==> src/rtl/vga_pkg.sv <==
// vga_pkg: raster constants and lock-state type shared by the vga_in receiver.
//   Raster: 1680 x 828 total, 1280 x 800 active, active window starts at
//   sample 336 after the hsync fall and at line 27 after the frame start.
package vga_pkg;

  localparam int H_TOTAL     = 1680;
  localparam int V_TOTAL     = 828;
  localparam int H_SYNC      = 136;
  localparam int V_SYNC      = 3;
  localparam int H_START     = 336;
  localparam int V_START     = 27;
  localparam int H_ACTIVE    = 1280;
  localparam int V_ACTIVE    = 800;
  localparam int LOCK_FRAMES = 2;

  typedef enum logic [1:0] {
    UNLOCKED = 2'd0,
    ACQUIRE  = 2'd1,
    LOCKED   = 2'd2
  } lock_state_t;

endpackage

==> src/rtl/vga_sync_edge.sv <==
// vga_sync_edge: registers one sync line and flags its edges.
//   clk, rst : pixel clock, synchronous active-high reset
//   sig_i    : raw sync input from the pins
//   rise_o   : current registered sample is 1, previous was 0
//   fall_o   : current registered sample is 0, previous was 1
// Both flops clear on reset, so a line held low coming out of reset does
// not produce a spurious falling edge.
module vga_sync_edge (
  input  logic clk,
  input  logic rst,
  input  logic sig_i,
  output logic rise_o,
  output logic fall_o
);

  logic s1_q;
  logic prev_q;

  // Input register followed by the previous-sample register
  always_ff @(posedge clk) begin
    if (rst) begin
      s1_q   <= 1'b0;
      prev_q <= 1'b0;
    end else begin
      s1_q   <= sig_i;
      prev_q <= s1_q;
    end
  end

  assign rise_o = s1_q & ~prev_q;
  assign fall_o = ~s1_q & prev_q;

endmodule

==> src/rtl/vga_in.sv <==
// vga_in: receive-side VGA raster decoder.
//   Samples hsync (active-low) / vsync (active-high) / 4:4:4 RGB, recovers
//   pixel coordinates, checks line and frame lengths and declares lock after
//   LOCK_FRAMES consecutive clean frames.
// Ports:
//   clk, rst            pixel clock, synchronous active-high reset
//   hsync, vsync        sync lines
//   pix_r/g/b           pixel colour
//   cap_x/cap_y/cap_rgb active coordinates and colour (0 outside the window)
//   cap_valid           active pixel while locked
//   frame_start         pulse with pixel (0,0)
//   locked              raster lock
//   err_h / err_v       bad line length / bad frame length pulses
//   line_len            last measured line length
//   blank_err           non-zero RGB in blanking while locked
// Every output lags the pins by two cycles (input register, output register).
// Optional feature macro: VGA_IN_BLANK_CHECK_EN enables the blanking check;
// without it blank_err is tied low.
// Raster parameters default to the package's 1280x800 raster and may be
// overridden for a smaller raster with the same structure.
module vga_in
  import vga_pkg::*;
#(
  parameter int P_H_TOTAL     = H_TOTAL,
  parameter int P_V_TOTAL     = V_TOTAL,
  parameter int P_H_START     = H_START,
  parameter int P_H_ACTIVE    = H_ACTIVE,
  parameter int P_V_START     = V_START,
  parameter int P_V_ACTIVE    = V_ACTIVE,
  parameter int P_LOCK_FRAMES = LOCK_FRAMES
) (
  input  logic        clk,
  input  logic        rst,
  input  logic        hsync,
  input  logic        vsync,
  input  logic [3:0]  pix_r,
  input  logic [3:0]  pix_g,
  input  logic [3:0]  pix_b,
  output logic [10:0] cap_x,
  output logic [9:0]  cap_y,
  output logic [11:0] cap_rgb,
  output logic        cap_valid,
  output logic        frame_start,
  output logic        locked,
  output logic        err_h,
  output logic        err_v,
  output logic [10:0] line_len,
  output logic        blank_err
);

  logic        hs_rise_s, hs_fall_s, vs_rise_s, vs_fall_s;
  logic        unused_s;
  logic [11:0] rgb_q;
  logic [10:0] rx_h_q, rx_h_d;
  logic [9:0]  rx_v_q, rx_v_d;
  logic        vpend_q, vpend_d;
  logic [3:0]  good_q, good_d;
  lock_state_t state_q, state_d;
  logic [11:0] h_len_s;
  logic [10:0] v_len_s;
  logic        err_h_raw_s, err_v_raw_s, fstart_s;
  logic        err_h_s, err_v_s;
  logic        lock_s, h_win_s, v_win_s, valid_s, blank_s;
  logic [10:0] x_s;
  logic [9:0]  y_s;

  vga_sync_edge u_hs_edge (
    .clk    (clk),
    .rst    (rst),
    .sig_i  (hsync),
    .rise_o (hs_rise_s),
    .fall_o (hs_fall_s)
  );

  vga_sync_edge u_vs_edge (
    .clk    (clk),
    .rst    (rst),
    .sig_i  (vsync),
    .rise_o (vs_rise_s),
    .fall_o (vs_fall_s)
  );

  // Only the hsync fall and the vsync rise carry timing information
  assign unused_s = hs_rise_s | vs_fall_s;

  // Stage-1 colour register, aligned with the sync edge detectors
  always_ff @(posedge clk) begin
    if (rst) begin
      rgb_q <= 12'd0;
    end else begin
      rgb_q <= {pix_r, pix_g, pix_b};
    end
  end

  // Horizontal/vertical counters, frame-start detection and length checks
  always_comb begin
    rx_h_d      = rx_h_q;
    rx_v_d      = rx_v_q;
    vpend_d     = vpend_q | vs_rise_s;   // a rise on the hsync-fall sample still counts
    h_len_s     = {1'b0, rx_h_q} + 12'd1;
    v_len_s     = {1'b0, rx_v_q} + 11'd1;
    err_h_raw_s = 1'b0;
    err_v_raw_s = 1'b0;
    fstart_s    = 1'b0;
    if (hs_fall_s) begin
      rx_h_d      = 11'd0;
      err_h_raw_s = (h_len_s != 12'(P_H_TOTAL));
      if (vpend_d) begin
        rx_v_d      = 10'd0;
        vpend_d     = 1'b0;
        fstart_s    = 1'b1;
        err_v_raw_s = (v_len_s != 11'(P_V_TOTAL));
      end else if (rx_v_q != 10'd1023) begin
        rx_v_d = rx_v_q + 10'd1;
      end else begin
        rx_v_d = rx_v_q;
      end
    end else if (rx_h_q != 11'd2047) begin
      rx_h_d      = rx_h_q + 11'd1;
      // Reaching saturation means the sync went missing; flag it once
      err_h_raw_s = (rx_h_q == 11'd2046);
    end else begin
      rx_h_d = rx_h_q;
    end
  end

  // Lock FSM next state; errors are only reported once acquisition began
  always_comb begin
    state_d = state_q;
    good_d  = good_q;
    err_h_s = err_h_raw_s & (state_q != UNLOCKED);
    err_v_s = err_v_raw_s & (state_q != UNLOCKED);
    case (state_q)
      UNLOCKED: begin
        if (fstart_s) begin
          state_d = ACQUIRE;
          good_d  = 4'd0;
        end else begin
          state_d = UNLOCKED;
        end
      end
      ACQUIRE: begin
        if (err_h_s || err_v_s) begin
          state_d = UNLOCKED;
          good_d  = 4'd0;
        end else if (fstart_s) begin
          good_d = good_q + 4'd1;
          if (good_d == 4'(P_LOCK_FRAMES)) begin
            state_d = LOCKED;
          end else begin
            state_d = ACQUIRE;
          end
        end else begin
          state_d = ACQUIRE;
        end
      end
      LOCKED: begin
        if (err_h_s || err_v_s) begin
          state_d = UNLOCKED;
          good_d  = 4'd0;
        end else begin
          state_d = LOCKED;
        end
      end
      default: begin
        state_d = UNLOCKED;
        good_d  = 4'd0;
      end
    endcase
  end

  // Capture window decode; uses the post-update lock state so locked,
  // cap_valid and the error pulses change in the same output cycle
  always_comb begin
    lock_s  = (state_d == LOCKED);
    h_win_s = (rx_h_d >= 11'(P_H_START)) &&
              (rx_h_d <= 11'(P_H_START + P_H_ACTIVE - 1));
    v_win_s = (rx_v_d >= 10'(P_V_START)) &&
              (rx_v_d <= 10'(P_V_START + P_V_ACTIVE - 1));
    valid_s = lock_s & h_win_s & v_win_s;
    if (valid_s) begin
      x_s = rx_h_d - 11'(P_H_START);
      y_s = rx_v_d - 10'(P_V_START);
    end else begin
      x_s = 11'd0;
      y_s = 10'd0;
    end
  end

`ifdef VGA_IN_BLANK_CHECK_EN
  assign blank_s = lock_s & ~(h_win_s & v_win_s) & (rgb_q != 12'd0);
`else
  assign blank_s = 1'b0;
`endif

  // State registers and output register stage
  always_ff @(posedge clk) begin
    if (rst) begin
      rx_h_q      <= 11'd0;
      rx_v_q      <= 10'd0;
      vpend_q     <= 1'b0;
      good_q      <= 4'd0;
      state_q     <= UNLOCKED;
      cap_x       <= 11'd0;
      cap_y       <= 10'd0;
      cap_rgb     <= 12'd0;
      cap_valid   <= 1'b0;
      frame_start <= 1'b0;
      locked      <= 1'b0;
      err_h       <= 1'b0;
      err_v       <= 1'b0;
      line_len    <= 11'd0;
      blank_err   <= 1'b0;
    end else begin
      rx_h_q      <= rx_h_d;
      rx_v_q      <= rx_v_d;
      vpend_q     <= vpend_d;
      good_q      <= good_d;
      state_q     <= state_d;
      cap_x       <= x_s;
      cap_y       <= y_s;
      cap_rgb     <= valid_s ? rgb_q : 12'd0;
      cap_valid   <= valid_s;
      frame_start <= valid_s && (x_s == 11'd0) && (y_s == 10'd0);
      locked      <= lock_s;
      err_h       <= err_h_s;
      err_v       <= err_v_s;
      line_len    <= hs_fall_s ? h_len_s[10:0] : line_len;
      blank_err   <= blank_s;
    end
  end

endmodule

==> config.mk <==
export PLATFORM = sky130hd
export DESIGN_NAME = vga_in
export DESIGN_NICKNAME = d
export VERILOG_FILES = /design/src/rtl/vga_pkg.sv /design/src/rtl/vga_sync_edge.sv /design/src/rtl/vga_in.sv
export SDC_FILE = /design/constraint.sdc
export NUM_CORES = 1
export LEC_CHECK = 0
export ABC_AREA = 1
export BUFFER_PORTS_ARGS = -buffer_cell sky130_fd_sc_hd__buf_2
export CAP_MARGIN = 20
export CORE_MARGIN = 2
export CORE_UTILIZATION = 56
export CTS_BUF_LIST = sky130_fd_sc_hd__clkbuf_4 sky130_fd_sc_hd__clkbuf_8
export DETAILED_ROUTE_END_ITERATION = 6
export PLACE_DENSITY = 0.89
export SYNTH_ARGS = -nofsm -noshare
export SYNTH_HDL_FRONTEND = slang
export SYNTH_SLANG_ARGS = --single-unit
==> constraint.sdc <==
create_clock -name clk -period 5.58 [get_ports clk]
set_input_delay 0.558 -clock clk [delete_from_list [all_inputs] [get_ports clk]]
set_output_delay 0.558 -clock clk [all_outputs]
set_load 0.1 [all_outputs]
==> out/qor.log <==
[outcome] status completed
[global_route] Congestion Overflow GR 0
[logic_synthesis] area leader, netlist dfxtp_1
[drt] post-detailed-route DRC marker count 0
[pwr] Power Total 1.269 mW
[pwr] switching portion of total power 24.71%
[clocking] CTS sink count 93
[critical_path] crit path DAT 3.86 ns
[clocking] CTS buffer count 9
[layout] layout net count 698
[global_route] maximum number of pins on one net before global-route repair 42
[clocking] TritonCTS clock tree done
[critical_path] crit path cell chain inv_1, nand2_1, buf_4, inv_1, nand2_2, nand2_1, nand2_1, nor2_1, ha_1, inv_1, nand2_1, nand2_1, nand2_1, o21ai_1, inv_1, nand3_2, nor2_2
[critical_path] number of buffer and inverter stages on the critical path 5
[logic_synthesis] post-synth net total 637
[timing] fmax 278.9 MHz
[pwr] worst supply voltage drop on vdd 176.1 uV
[clocking] Max Root-Sink Buffers 2
[logic_synthesis] async set or reset register ratio after synthesis 0%
[critical_path] Critical Path Fanout Max 31
[logic_synthesis] proportion of synthesized chip area in sequential cells 43.28%
[logic_synthesis] number of instances in the synthesized netlist 611
[floorplanning] overall die area 8399 um^2
[layout] number of antenna cells inserted 0
[floorplanning] I/O pin total 66
[timing] share of the clock period used by the worst path 64.27%
[clocking] post-cts gate resize count 0
[placed_design] global placer's final weighted congestion 0.9815
[timing] measured slew at the worst slew-check pin 0.8867 ns
[timing] final-layout setup total negative slack 0 ns
[pwr] Internal 0.9556 mW
[global_route] via count of the first global-routing pass 3,503
[logic_synthesis] top-count cell post-synth nand2_1
[clocking] Clock transition at path regs 0.09 ns
[logic_synthesis] flip-flop and latch count after synthesis 93
[floorplanning] horizontal extent of the die 91.65 um
[timing] unrepaired setup endpoints after global routing no
[logic_synthesis] cells taking the most area after synthesis dfxtp_1, nand2_1, inv_1
[clocking] Post-CTS Setup Repair Bufs 0
[floorplanning] Die H 91.65 um
[global_route] overall fraction of global-route tracks in use 23.78%
[logic_synthesis] synth cell count leaders nand2_1, dfxtp_1, inv_1, nor2_1, nand3_1
[timing] count of pins over their slew limit 0
[critical_path] slowest CP cell nand3_2
[logic_synthesis] number of distinct library cells after synthesis 34
[pwr] Power per Cell Area 260.2 nW/um^2
[clocking] cts-stage hold buffer count 0
[timing] fin crit period 3.586 ns
[layout] Area growth syn-to-layout 13.41%
[logic_synthesis] summed instance area of the synthesized netlist 4302 um^2
[drt] number of nets still failing antenna checks after routing 0
[drt] Routed Wire Length 9574 um
[floorplanning] Core Box Area 7331 um^2
[min_path] type of the worst min-delay path in2reg
[timing] relative slew slack 40.82%
[critical_path] delay of the slowest cell on the worst path 0.68 ns
[logic_synthesis] number of synthesized flops with an enable pin 0
[critical_path] Crit path required time 5.85 ns
[flow_run] count of maximum capacitance violations 0
[drt] vias per std cell 5.090
[logic_synthesis] Avg Inst Size Synth 7.040 um^2
[pwr] static leakage 2.518 nW
[drt] routed length per placed instance 12.35 um
[drt] drt initial violations 268
[timing] number of endpoints with negative hold slack in the final report 0
[critical_path] family of cells with the greatest summed delay on the critical path simple AND/OR/NAND/NOR gates
[clocking] CTS root buffer clkbuf_8
[layout] share of layout cells above drive strength 1 19.38%
[timing] count of final setup violators 0
[clocking] clock network latency to the later pin of the worst-skew pair 0.35 ns
[global_route] initial antenna violation count 0
[pwr] part of the power in registers 53.8%
[pwr] clock network power share 38.7%
[floorplanning] row cnt 31
[logic_synthesis] Synth Warn # 0
[critical_path] kind of start point of the critical path flop
[pwr] Comb power frac 7.5%
[critical_path] nature of the critical path endpoint flop
[drt] DR pass1 iterations 5
[critical_path] type of the setup path with the least slack reg2reg
[drt] total via count in the routed design 3,945
[floorplanning] starting utilization of the core area 58.68%
[critical_path] cell with the most instances on the worst path nand2_1
[clocking] number of H-tree levels 3
[placed_design] placed wire-length estimate after detailed placement 7204 um
[pwr] net switching power 0.3136 mW
[timing] tightest hold margin 0.3951 ns
[global_route] wire length of the first global-routing pass 16,060 um
[timing] post-route clock skew 0.006683 ns
[logic_synthesis] Synth top area share 43.28%
[placed_design] PortBufs 64
[logic_synthesis] primary flip-flop cell chosen by synthesis mapping dfxtp_1
-- metrics by stage --
stage / cells / cell area [um^2] / utilization (%) / setup WS (ns)
6_report: 775 / 4878 / 66.55 / 1.994
5_1_grt: 775 / 4878 / 66.55 / 1.485
4_1_cts: 775 / 4878 / 66.55 / 1.954
3_5_place_dp: 760 / 4658 / 63.54 / 1.966
3_3_place_gp: 760 / 4658 / 63.54 / 2.108
2_1_floorplan: 611 / 4302 / - / 3.028
-- power groups by stage --
stage	Sequential (mW)	Combinational, mW	Clock (mW)
2_1_floorplan	0.709	0.0606	0
3_3_place_gp	0.698	0.0912	0
3_5_place_dp	0.698	0.0940	0
4_1_cts	0.683	0.0943	0.499
5_1_grt	0.685	0.107	0.527
6_report	0.683	0.0953	0.491
-- layout make-up --
cell class                 count  area (um^2)
multi-input combinational    412         2003
inverter                      91        341.6
clock inverter                 6        96.34
timing repair buffer          65        327.8
tap                           99        123.9
sequential                    93         1862
fill                         630         2452
clock buffer                   9        123.9
-- cell usage in the layout (no fill, tap or decap), drive strengths merged, types with 2 or more instances in the layout --
cell,Yosys,routed
nor2,127,127
buf,10,65
a21oi,9,9
a22oi,2,2
dfxtp,93,93
a31oi,3,3
nand3b,5,5
nand3,60,60
xnor2,3,3
nand2,144,144
xor2,4,4
inv,91,93
bufinv,0,2
o21bai,3,3
nand4,5,5
o21ai,24,24
clkbuf,5,9
ha,10,10
nor3,6,6
-- kinds of logic after synthesis --
kind of cell               synth area share, %
other                                  0.08718
DFF                                      43.28
xor gates and xnor gates                 1.425
and+or+nand+nor                          36.24
AOI/OAI and AO/OA                        5.672
buffers and inverters                    10.15
adders and majority gates                2.909
muxes                                   0.2327
-- worst register-to-register path, delay by kind of cell, from the launching register on --
family	cells	cell delay, ns
adders and majority gates	1	0.20
buffers and inverters	5	0.96
and+or+nand+nor	10	1.96
DFF	1	0.30
AOI/OAI and AO/OA	1	0.09
-- worst paths after layout --
path | startpoint | to | slack, ns | cells after the start
worst min register to register | rgb_q[1]$_SDFF_PP0_ | cap_rgb[1]$_SDFF_PP0_ | 0.42 | 2
worst max-delay path | u_hs_edge.s1_q$_SDFF_PP0_ | cap_x[5]$_SDFF_PP0_ | 1.99 | 17
worst min-delay path | hsync | u_hs_edge.s1_q$_SDFF_PP0_ | 0.40 | 3
worst max register to register | u_hs_edge.s1_q$_SDFF_PP0_ | cap_x[5]$_SDFF_PP0_ | 1.99 | 17
-- layer usage --
metal | wire length, um | global-route usage, % | vias up
met3 | 688 | 4.273 | 20
met2 | 4301 | 36.76 | 154
met5 | 0 | 0 | -
li1 | - | - | 2008
met1 | 4390 | 32.38 | 1763
met4 | 193 | 10.86 | 0
-- registers in the layout (all words and copies together) (netlist names) --
| signal | count |
|---|---|
| rx_v_q | 10 |
| u_vs_edge.prev_q | 1 |
| rgb_q | 12 |
| line_len | 11 |
| vpend_q | 1 |
| locked | 1 |
| frame_start | 1 |
| state_q | 2 |
| err_h | 1 |
| cap_rgb | 12 |
| cap_valid | 1 |
| u_hs_edge.prev_q | 1 |
| err_v | 1 |
| u_hs_edge.s1_q | 1 |
| u_vs_edge.s1_q | 1 |
| rx_h_q | 11 |
| good_q | 4 |
| cap_y | 10 |
| cap_x | 11 |
No activity file was read; power rests on OpenSTA's default activity.
